## config.mk

```make
export PLATFORM = sky130hd
export DESIGN_NAME = rsa_uart_ctrl
export DESIGN_NICKNAME = d
export VERILOG_FILES = /design/src/rtl/rsa_uart_ctrl.sv
export SDC_FILE = /design/constraint.sdc
export NUM_CORES = 1
export LEC_CHECK = 0
export ABC_AREA = 1
export CORE_MARGIN = 3
export CORE_UTILIZATION = 48
export CTS_CLUSTER_SIZE = 16
export DETAILED_ROUTE_END_ITERATION = 8
export PLACE_DENSITY_LB_ADDON = 0.08
export SYNTH_ARGS = -nofsm -noshare
export SYNTH_HDL_FRONTEND = slang
export SYNTH_SLANG_ARGS = --single-unit
```

## constraint.sdc

```tcl
create_clock -name i_Clock -period 5.8 [get_ports i_Clock]
set_clock_uncertainty 0.15 [all_clocks]
set_input_delay 1.74 -clock i_Clock [delete_from_list [all_inputs] [get_ports i_Clock]]
set_output_delay 1.74 -clock i_Clock [all_outputs]
set_load 0.005 [all_outputs]
```

## src/rtl/rsa_uart_ctrl.sv

```systemverilog
// rtl/rsa_uart_ctrl.sv - framed command parser and start/done sequencer for the RSA core
// Assembles LSB-first operands from the UART byte stream and commits them atomically.
module rsa_uart_ctrl #(
  parameter int DATA_W       = 32,
  parameter int TIMEOUT_CLKS = 3480
) (
  input  logic              i_Clock,
  input  logic              i_Reset,
  input  logic [7:0]        i_Rx_Byte,
  input  logic              i_Rx_Valid,
  input  logic              i_Done,
  output logic [DATA_W-1:0] o_Cipher,
  output logic [DATA_W-1:0] o_Exp,
  output logic [DATA_W-1:0] o_Mod,
  output logic [2:0]        o_Loaded,
  output logic              o_Start,
  output logic              o_Busy,
  output logic              o_Err
);

  localparam int NB = DATA_W / 8;
  localparam int CW = (NB > 1) ? $clog2(NB) : 1;
  localparam int TW = $clog2(TIMEOUT_CLKS + 1);

  typedef enum logic [2:0] {S_IDLE, S_CMD, S_DATA, S_START, S_WAIT} state_t;

  state_t            state_q, state_d;
  logic [1:0]        tgt_q, tgt_d;
  logic [CW-1:0]     cnt_q, cnt_d;
  logic [TW-1:0]     timer_q, timer_d;
  logic [DATA_W-1:0] shadow_q, shadow_d;
  logic [DATA_W-1:0] cipher_q, cipher_d;
  logic [DATA_W-1:0] exp_q, exp_d;
  logic [DATA_W-1:0] mod_q, mod_d;
  logic [2:0]        loaded_q, loaded_d;
  logic              start_q, start_d;
  logic              busy_q, busy_d;
  logic              err_q, err_d;
  logic [DATA_W-1:0] word_c;
  logic              in_frame_c;
  logic              timed_out_c;

  always_comb begin
    state_d    = state_q;
    tgt_d      = tgt_q;
    cnt_d      = cnt_q;
    shadow_d   = shadow_q;
    cipher_d   = cipher_q;
    exp_d      = exp_q;
    mod_d      = mod_q;
    loaded_d   = loaded_q;
    start_d    = 1'b0;
    busy_d     = busy_q;
    err_d      = err_q;
    word_c     = shadow_q;
    word_c[DATA_W-8 +: 8] = i_Rx_Byte;
    in_frame_c = (state_q == S_CMD) || (state_q == S_DATA);
    // The timeout wins over a byte arriving on the same edge.
    timed_out_c = in_frame_c && (timer_q == TW'(TIMEOUT_CLKS - 1));
    timer_d    = (in_frame_c && !i_Rx_Valid) ? timer_q + 1'b1 : '0;

    case (state_q)
      S_IDLE: begin
        if (i_Rx_Valid && i_Rx_Byte == 8'hA5) begin
          state_d = S_CMD;
          err_d   = 1'b0;
        end
      end
      S_CMD: begin
        if (timed_out_c) begin
          err_d   = 1'b1;
          state_d = S_IDLE;
        end else if (i_Rx_Valid) begin
          case (i_Rx_Byte)
            8'h01, 8'h02, 8'h03: begin
              tgt_d   = i_Rx_Byte[1:0];
              cnt_d   = '0;
              state_d = S_DATA;
            end
            8'h10: begin
              if (loaded_q == 3'b111) begin
                state_d = S_START;
                start_d = 1'b1;
                busy_d  = 1'b1;
              end else begin
                err_d   = 1'b1;
                state_d = S_IDLE;
              end
            end
            default: begin
              err_d   = 1'b1;
              state_d = S_IDLE;
            end
          endcase
        end
      end
      S_DATA: begin
        if (timed_out_c) begin
          err_d    = 1'b1;
          shadow_d = '0;
          state_d  = S_IDLE;
        end else if (i_Rx_Valid) begin
          if (cnt_q == CW'(NB - 1)) begin
            case (tgt_q)
              2'd1:    cipher_d = word_c;
              2'd2:    exp_d    = word_c;
              default: mod_d    = word_c;
            endcase
            loaded_d[tgt_q - 2'd1] = 1'b1;
            state_d = S_IDLE;
          end else begin
            shadow_d[8*cnt_q +: 8] = i_Rx_Byte;
            cnt_d = cnt_q + 1'b1;
          end
        end
      end
      S_START: begin
        if (i_Rx_Valid) err_d = 1'b1;
        state_d = S_WAIT;
      end
      S_WAIT: begin
        if (i_Rx_Valid) err_d = 1'b1;
        if (i_Done) begin
          busy_d  = 1'b0;
          state_d = S_IDLE;
        end
      end
      default: state_d = S_IDLE;
    endcase
  end

  always_ff @(posedge i_Clock or posedge i_Reset) begin
    if (i_Reset) begin
      state_q  <= S_IDLE;
      tgt_q    <= '0;
      cnt_q    <= '0;
      timer_q  <= '0;
      shadow_q <= '0;
      cipher_q <= '0;
      exp_q    <= '0;
      mod_q    <= '0;
      loaded_q <= '0;
      start_q  <= 1'b0;
      busy_q   <= 1'b0;
      err_q    <= 1'b0;
    end else begin
      state_q  <= state_d;
      tgt_q    <= tgt_d;
      cnt_q    <= cnt_d;
      timer_q  <= timer_d;
      shadow_q <= shadow_d;
      cipher_q <= cipher_d;
      exp_q    <= exp_d;
      mod_q    <= mod_d;
      loaded_q <= loaded_d;
      start_q  <= start_d;
      busy_q   <= busy_d;
      err_q    <= err_d;
    end
  end

  assign o_Cipher = cipher_q;
  assign o_Exp    = exp_q;
  assign o_Mod    = mod_q;
  assign o_Loaded = loaded_q;
  assign o_Start  = start_q;
  assign o_Busy   = busy_q;
  assign o_Err    = err_q;

endmodule

```

==> results.yml, run 1 <==
placed_design:
  dp.final_hpwl_um: 10900
  dp_slack_ps: 1450
  numPlacedInstances: 1016
  io_buffers: 113
  place_congestion: 0.908
critical_path:
  criticalPathCategory: "in -> reg"
  slowest_stage: "clkdlybuf4s50_1"
  path_cells: "clkdlybuf4s50_1 > nand2_1 > nor3_4 > inv_2 > nor2_2 > buf_4 > nand2_1 > nand2_1"
  critical_path_arrival_ps: 4150
  reg2reg_from: "timer_q[0]"
  cp-end-kind: "register"
  crit_top_cell: "nand2_1"
  path_max_fanout: 66
  path_depth: 8
  required_ps: 6000
  cp-start-kind: "input port"
  ff2ff_setup_slack_ps: 3000
  reg2reg_depth: 11
  cpPeakStageDelay_ps: 590
  cp_top_family: "buffers and inverters"
  crit_buf_inv: 3
  reg2reg_to: "o_Exp[2]"
  cp-endpoint: "o_Exp[3]"
  startpoint: "i_Rx_Valid"
clock_tree:
  cts_buffers: 17
  cts_resized: 0
  cts_root_buf: "clkbuf_16"
  h-tree-depth: 4
  clock_path_buffers: 2
  post_cts_buffers: 0
  clk_latency_ps: 410
  cts_tree: "built"
  clkTransAtPathRegs_ps: 60
  ctsHoldBuffers: 0
  clkSinkCount: 145
cells_and_area:
  syn_to_final_growth_pct: 27.1
  layout.nets: 885
  instances_no_fill: 1048
  drive_above_1_share: 0.0776
  num_antenna_cells: 0
  final_core_util: 0.639
floorplanning:
  coreArea_mm2: 0.0129
  die_w_um: 122
  die-area_mm2: 0.0150
  die_h_um: 122
  io_pins: 114
  initial_core_util: 0.503
  rows: 41
sta:
  layout_setup_ws_ps: 1860
  fin_crit_ps: 3940
  setup_tns_ps: 0
  finalCritPeriodShare: 0.680
  slew_viol_final: 0
  tightest_slew_ps: 951
  slew_headroom: 0.366
  hold_viol: 0
  fmax_mhz: 254
  whs_ps: 311
  rsz0062_at_grt: "false"
  setup_viol: 0
global_routing:
  grt.total_usage: 0.225
  grt_max_degree: 98
  grt_pass1_vias: 5137
  grt_first_pass_wirelength_um: 26200
  antenna_found_initial: 0
  overflow: 0
synthesis:
  synth_cell_types: 32
  yosysWarnings: 0
  synth_most_common_cell: "nand2_1"
  syn_nets: 780
  synth_area_mm2: 0.00650
  ys.flop_type: "dfrtp_1"
  synth_area_leaders: "dfrtp_1 (56%), nand2_1 (17%), o21ai_0 (6.6%)"
  synth.avg_cell_area_um2: 8.58
  yosys.area.top_type: "dfrtp_1"
  synth.top_cell.area_share: 0.558
  synth-edff-count: 0
  async_flop_share: 1.00
  seq_area_frac_synth: 0.558
  syn_inst: 758
  synth-seq-cells: 145
  ys_top_cells_by_count: "nand2_1 (291), dfrtp_1 (145), o21ai_0 (86)"
routing:
  wl_um: 15900
  viasPerCell: 5.14
  drc: 0
  avgRoutedWirePerCell_um: 15.1
  drt_iter0_drc: 506
  antenna_left: 0
  dr.pass1.iters: 5
  routed-via-count: 5388
power_and_ir_drop:
  p_per_area_mw_per_mm2: 273
  peakVddDrop_uv: 219
  power.leakage_nw: 4.19
worst_hold_path:
  worstHoldPathType: "reg -> reg"
job:
  drv_cap: 0
run_status:
  status: "finished, final reports clean"
==> cell families after synthesis <==
kind of cell    synth area share
simple gates               0.264
flops                      0.558
compound gates            0.0964
buf+inv                   0.0608
fa+ha+maj                 0.0192
xor+xnor                 0.00135
==> state kept, by name (all words and copies together), names as in the netlist <==
register / count
o_Start: 1
o_Err: 1
o_Loaded: 3
cnt_q: 2
tgt_q: 2
o_Busy: 1
timer_q: 12
o_Cipher: 32
o_Exp: 32
shadow_q: 24
o_Mod: 32
state_q: 3
==> report_power, final <==
group	internal [W]	total [W]	switching [W]
clock network	0.000653	0.00106	0.000405
logic	0.0000428	0.000154	0.000112
registers	0.00103	0.00104	0.0000171
total	0.00172	0.00226	0.000533
==> layer usage <==
layer,up-vias,part of all wire,track usage
met3,15,0.048,0.0438
li1,2631,-,-
met2,149,0.48,0.355
met1,2593,0.46,0.313
met4,0,0.012,0.0791
met5,-,0,0
==> worst reg2reg max path, delay by kind of cell, from the launching register on <==
| kind | cells | cell delay (ps) |
|---|---|---|
| flip-flops | 1 | 370 |
| buffers and inverters | 2 | 960 |
| AND/OR/NAND/NOR | 8 | 970 |
| adder cells (fa/ha/maj) | 1 | 220 |
==> stage by stage <==
stage | total power [W] | area [um^2]
2_1_floorplan | 0.00116 | 6500
3_3_place_gp | 0.00121 | 7690
3_5_place_dp | 0.00122 | 7690
4_1_cts | 0.00227 | 8270
5_1_grt | 0.00234 | 8270
6_report | 0.00226 | 8270
==> cell type report <==
cell class	count	area, um^2
Clock buffer	22	464
Multi-Input combinational cell	530	2480
Fill cell	1153	4660
Sequential cell	145	3630
Tap cell	172	215
Inverter	50	193
Clock inverter	10	110
Timing Repair Buffer	119	1180
==> worst min-delay path by stage <==
stage	startpoint	end	slack, ps	cells past startpoint
after CTS	timer_q[0]	timer_q[0]	310	1
after global placement	timer_q[0]	timer_q[0]	300	1
final	timer_q[0]	timer_q[0]	310	1
after detailed placement	timer_q[0]	timer_q[0]	310	1
after global routing	timer_q[0]	timer_q[0]	330	1
after floorplan	timer_q[0]	timer_q[0]	280	1
==> layout by cell type (no fill, tap or decap), drive strengths merged <==
cell,instances
clkdlybuf4s50,113
o22ai,1
inv,49
nand4,5
a21o,2
buf,6
ha,10
nor2,40
or2,1
nor4,13
dfrtp,145
a21oi,9
o21ai,101
clkinv,8
nand2,301
clkbuf,22
nand3,34
o31ai,1
clkinvlp,1
nor3,11
xor2,1
bufinv,2
No activity file was read; power rests on OpenSTA's default activity.
==> run 2: changes to the inputs <==
- CORE_UTILIZATION: 48 -> 53
- clock period: 5.8 -> 3.9 ns (I/O delays scaled with it)
==> results.yml, run 2 (synthesis gave the netlist of run 1 again) <==
run_status:
  status: "finished, final reports clean"
power_and_ir_drop:
  p_int_w: 0.00255
  power.leakage_nw: 4.21
  switchingPower_w: 0.000774
  power.share.clock: 0.463
  p_per_area_mw_per_mm2: 403
  peakVddDrop_uv: 253
  switching_share: 0.233
  p_seq_frac: 0.467
  p_comb_frac: 0.070
critical_path:
  required_ps: 4100
  ff2ff_setup_slack_ps: 1500
  criticalPathCategory: "in -> reg"
  cp-end-kind: "register"
  cp-start-kind: "input port"
  critical_path_arrival_ps: 3070
  path_max_fanout: 29
cells_and_area:
  syn_to_final_growth_pct: 27.1
  num_antenna_cells: 0
  final_cell_mix: "nand2_1 (291), dfrtp_1 (145), clkdlybuf4s50_1 (113), o21ai_0 (86), inv_1 (44)"
  drive_above_1_share: 0.0786
  final_common_cell: "nand2_1"
  layout.nets: 890
  n_fill_cell: 926
  final_core_util: 0.706
floorplanning:
  initial_core_util: 0.555
  coreArea_mm2: 0.0117
  rows: 39
  die_h_um: 117
  io_pins: 114
  die_w_um: 117
  die-area_mm2: 0.0136
sta:
  setup_tns_ps: 0
  fin_crit_ps: 2870
  hold_viol: 0
  slew_viol_final: 0
  rsz0062_at_grt: "false"
  tightest_slew_ps: 890
  setup_viol: 0
  slew_headroom: 0.406
  fmax_mhz: 348
  finalCritPeriodShare: 0.737
global_routing:
  overflow: 0
  antenna_found_initial: 0
  grt_max_degree: 106
  grt_first_pass_wirelength_um: 27000
  grt.total_usage: 0.255
  grt_pass1_vias: 5410
routing:
  viasPerCell: 5.44
  antenna_left: 0
  routed-via-count: 5556
  avgRoutedWirePerCell_um: 15.7
  drt_iter0_drc: 519
  dr.pass1.iters: 5
  wl_um: 16000
  drc: 0
clock_tree:
  cts_tree: "built"
  cts_root_buf: "clkbuf_16"
  clkSinkCount: 145
  ctsHoldBuffers: 0
  clock_path_buffers: 2
  clk_latency_ps: 420
  cts_resized: 0
  cts_buffers: 17
  h-tree-depth: 4
  post_cts_buffers: 0
  clkTransAtPathRegs_ps: 60
job:
  drv_cap: 0
placed_design:
  io_buffers: 113
  place_congestion: 0.883
  dp.final_hpwl_um: 11000
worst_hold_path:
  worstHoldPathType: "reg -> reg"
## run 2: layer usage
metal / vias to the layer above / part of all wire / global-route usage
met5: - / 0 / 0
met4: 0 / 0.023 / 0.109
met3: 32 / 0.058 / 0.0560
met2: 197 / 0.48 / 0.399
met1: 2683 / 0.44 / 0.345
li1: 2644 / - / -
## run 2: critical path, stage by stage
cell and delay [ps]:
clkdlybuf4s50_1 590, nand2_1 140, nor3_4 250, inv_2 180
nor2_2 180, buf_4 340, nand2_1 100, nand2_1 100
## run 2: area by class of cell
| class | instances | area (um^2) | area share |
|---|---|---|---|
| tap | 143 | 179 | 0.0216 |
| timing repair buffer | 124 | 1240 | 0.150 |
| clock buffer | 23 | 468 | 0.0566 |
| inverter | 50 | 191 | 0.0232 |
| sequential | 145 | 3630 | 0.439 |
| multi-input combinational | 530 | 2480 | 0.300 |
| clock inverter | 6 | 83.8 | 0.0101 |
## run 2: worst paths after layout
| path | depth (start not counted) | end | from |
|---|---|---|---|
| setup / recovery | 8 | o_Exp[14] | i_Rx_Valid |
| hold / removal | 1 | timer_q[0] | timer_q[0] |
| setup reg to reg | 6 | shadow_q[7] | cnt_q[0] |
| hold reg to reg | 1 | timer_q[0] | timer_q[0] |
| max in group asynchronous | 3 | o_Start | i_Reset |
| min in group asynchronous | 3 | o_Exp[31] | i_Reset |
## run 2: power by group through the flow
stage	clock, W	combinational, W	sequential [W]
floorplan	0	0.000157	0.00157
global placement	0	0.000228	0.00158
detailed placement	0	0.000235	0.00158
CTS	0.00157	0.000236	0.00155
global route	0.00163	0.000270	0.00156
finish	0.00154	0.000233	0.00155
## run 2: metrics by stage
step,worst slack (ps),hold WS [ps],cells,area (um^2),total power [W]
after floorplan,761,283,758,6510,0.00173
after global placement,721,297,992,7720,0.00181
after detailed placement,647,304,992,7720,0.00181
after CTS,1050,312,1021,8270,0.00336
after global routing,850,334,1021,8270,0.00346
final,1030,304,1021,8270,0.00333
==> RTL edit (settings of run 1) <==
Reset style: synchronous (`i_Reset`), changed in one clocked block.
--- a/src/rtl/rsa_uart_ctrl.sv
+++ b/src/rtl/rsa_uart_ctrl.sv
@@ -129,7 +129,7 @@
     endcase
   end
 
-  always_ff @(posedge i_Clock or posedge i_Reset) begin
+  always_ff @(posedge i_Clock) begin
     if (i_Reset) begin
       state_q  <= S_IDLE;
       tgt_q    <= '0;
Function: differs if i_Reset is asserted again (counterexample within 4 cycles, from zero or initial values and one cycle with i_Reset high); with i_Reset held inactive, the same outputs for 4 cycles.
==> RTL edit against run 1 <==
  * Fmax is 5.0% higher
  * Synthesized area is 5.4% lower
  * Sequential cell count did not move
  * Combinational power increased by 45%
  * Power is 13% higher
  * Cell area shrank 4.0%
  * Setup slack improved by 190 ps
  * Wire length increased by 1.1%
  * Clock power rose by 21%
  * Critical path type unchanged
  * Largest power group unchanged
==> RTL edit: results (changes against run 1) <==
grt_max_degree: 112  # +14%
leakagePower_uw: 0.002912  # -31%
sequential_share_of_power: 0.408  # -0.055
synth_cell_type_count: 28  # -13%
powerDensity_nw_per_um2: 321.0  # +18%
synth_top_cells_by_count: "sky130_fd_sc_hd__nand2_1, sky130_fd_sc_hd__dfxtp_1, sky130_fd_sc_hd__a21oi_1, sky130_fd_sc_hd__nand3_1, sky130_fd_sc_hd__nor2_1"
synth_flop_cell: "sky130_fd_sc_hd__dfxtp_1"
dp.final_hpwl_um: 10710  # -1.3%
post-place-ws_ps: 1682  # +236.5 ps
postSynthAreaPerCell_um2: 7.400  # -14%
numPlacedInstances: 1067  # +5.0%
drive_above_1_share: 0.06122  # -0.01640
ir_worst_vdd_mv: 0.1713  # -22%
outcome: "finished clean"
number_of_global_route_vias_before_repair: 5430  # +5.7%
critical-path-top-delay-family: "simple AND/OR/NAND/NOR gates"
gp_congestion: 0.9351  # +2.9%
first_drt_iteration_drcs: 594  # +17%
instances_no_fill: 1099  # +4.9%
cpPeakStageDelay_ps: 640  # +50 ps
cp_max_fo: 33  # -50%
clk-power_uw: 1280  # +21%
grt_usage: 0.2277  # +0.002772
arrival_ps: 3860  # -290 ps
grt_first_pass_wirelength_um: 26500  # +0.95%
nets: 940  # +6.2%
routed_wirelength_um: 16050  # +1.1%
yosysSeqAreaShare: 0.4720  # -0.08588
synth.area.top_cells: "sky130_fd_sc_hd__dfxtp_1, sky130_fd_sc_hd__nand2_1, sky130_fd_sc_hd__a21oi_1, sky130_fd_sc_hd__nand3_1, sky130_fd_sc_hd__nor2_1"
==> RTL edit: cell count changes after synthesis, moves of 9 or more <==
| cell | before | now |
|---|---|---|
| sky130_fd_sc_hd__a21oi_1 | 9 | 124 |
| sky130_fd_sc_hd__nor2_1 | 35 | 75 |
| sky130_fd_sc_hd__o21ai_2 | 9 | 0 |
| sky130_fd_sc_hd__dfrtp_1 | 145 | 0 |
| sky130_fd_sc_hd__nand2_1 | 291 | 197 |
| sky130_fd_sc_hd__o21ai_0 | 86 | 8 |
| sky130_fd_sc_hd__dfxtp_1 | 0 | 145 |
| sky130_fd_sc_hd__clkbuf_1 | 9 | 26 |
| sky130_fd_sc_hd__nand3_1 | 33 | 124 |
==> RTL edit: logic make-up after synthesis <==
logic type / share of synthesized area
simple gates: 0.3027
flops: 0.4720
compound gates: 0.1135
buf+inv: 0.08708
fa+ha+maj: 0.02035
xor+xnor: 0.004273
==> RTL edit: final cells by class <==
cell class                      instances  area (um2)
Fill cell                            1131        4327
Sequential cell                       145        2903
Multi-Input combinational cell        576        2716
Timing Repair Buffer                  120        1181
Clock buffer                           24       511.7
Inverter                               58       217.7
Tap cell                              168       210.2
Clock inverter                          8       195.2
==> RTL edit: metal layers <==
metal / GRT usage / part of all wire
met5: 0 / 0
met4: 0.08182 / 0.014
met3: 0.05651 / 0.066
met2: 0.3659 / 0.46
met1: 0.2974 / 0.46
==> RTL edit: path summary, 6_finish.rpt <==
| path | depth (start not counted) | slack, ps | to | start |
|---|---|---|---|---|
| setup / recovery | 6 | 2040 | o_Cipher[1] | i_Rx_Valid |
| hold / removal | 1 | 300 | timer_q[0] | timer_q[0] |
| setup reg to reg | 9 | 3220 | o_Cipher[1] | timer_q[0] |
| hold reg to reg | 1 | 300 | timer_q[0] | timer_q[0] |
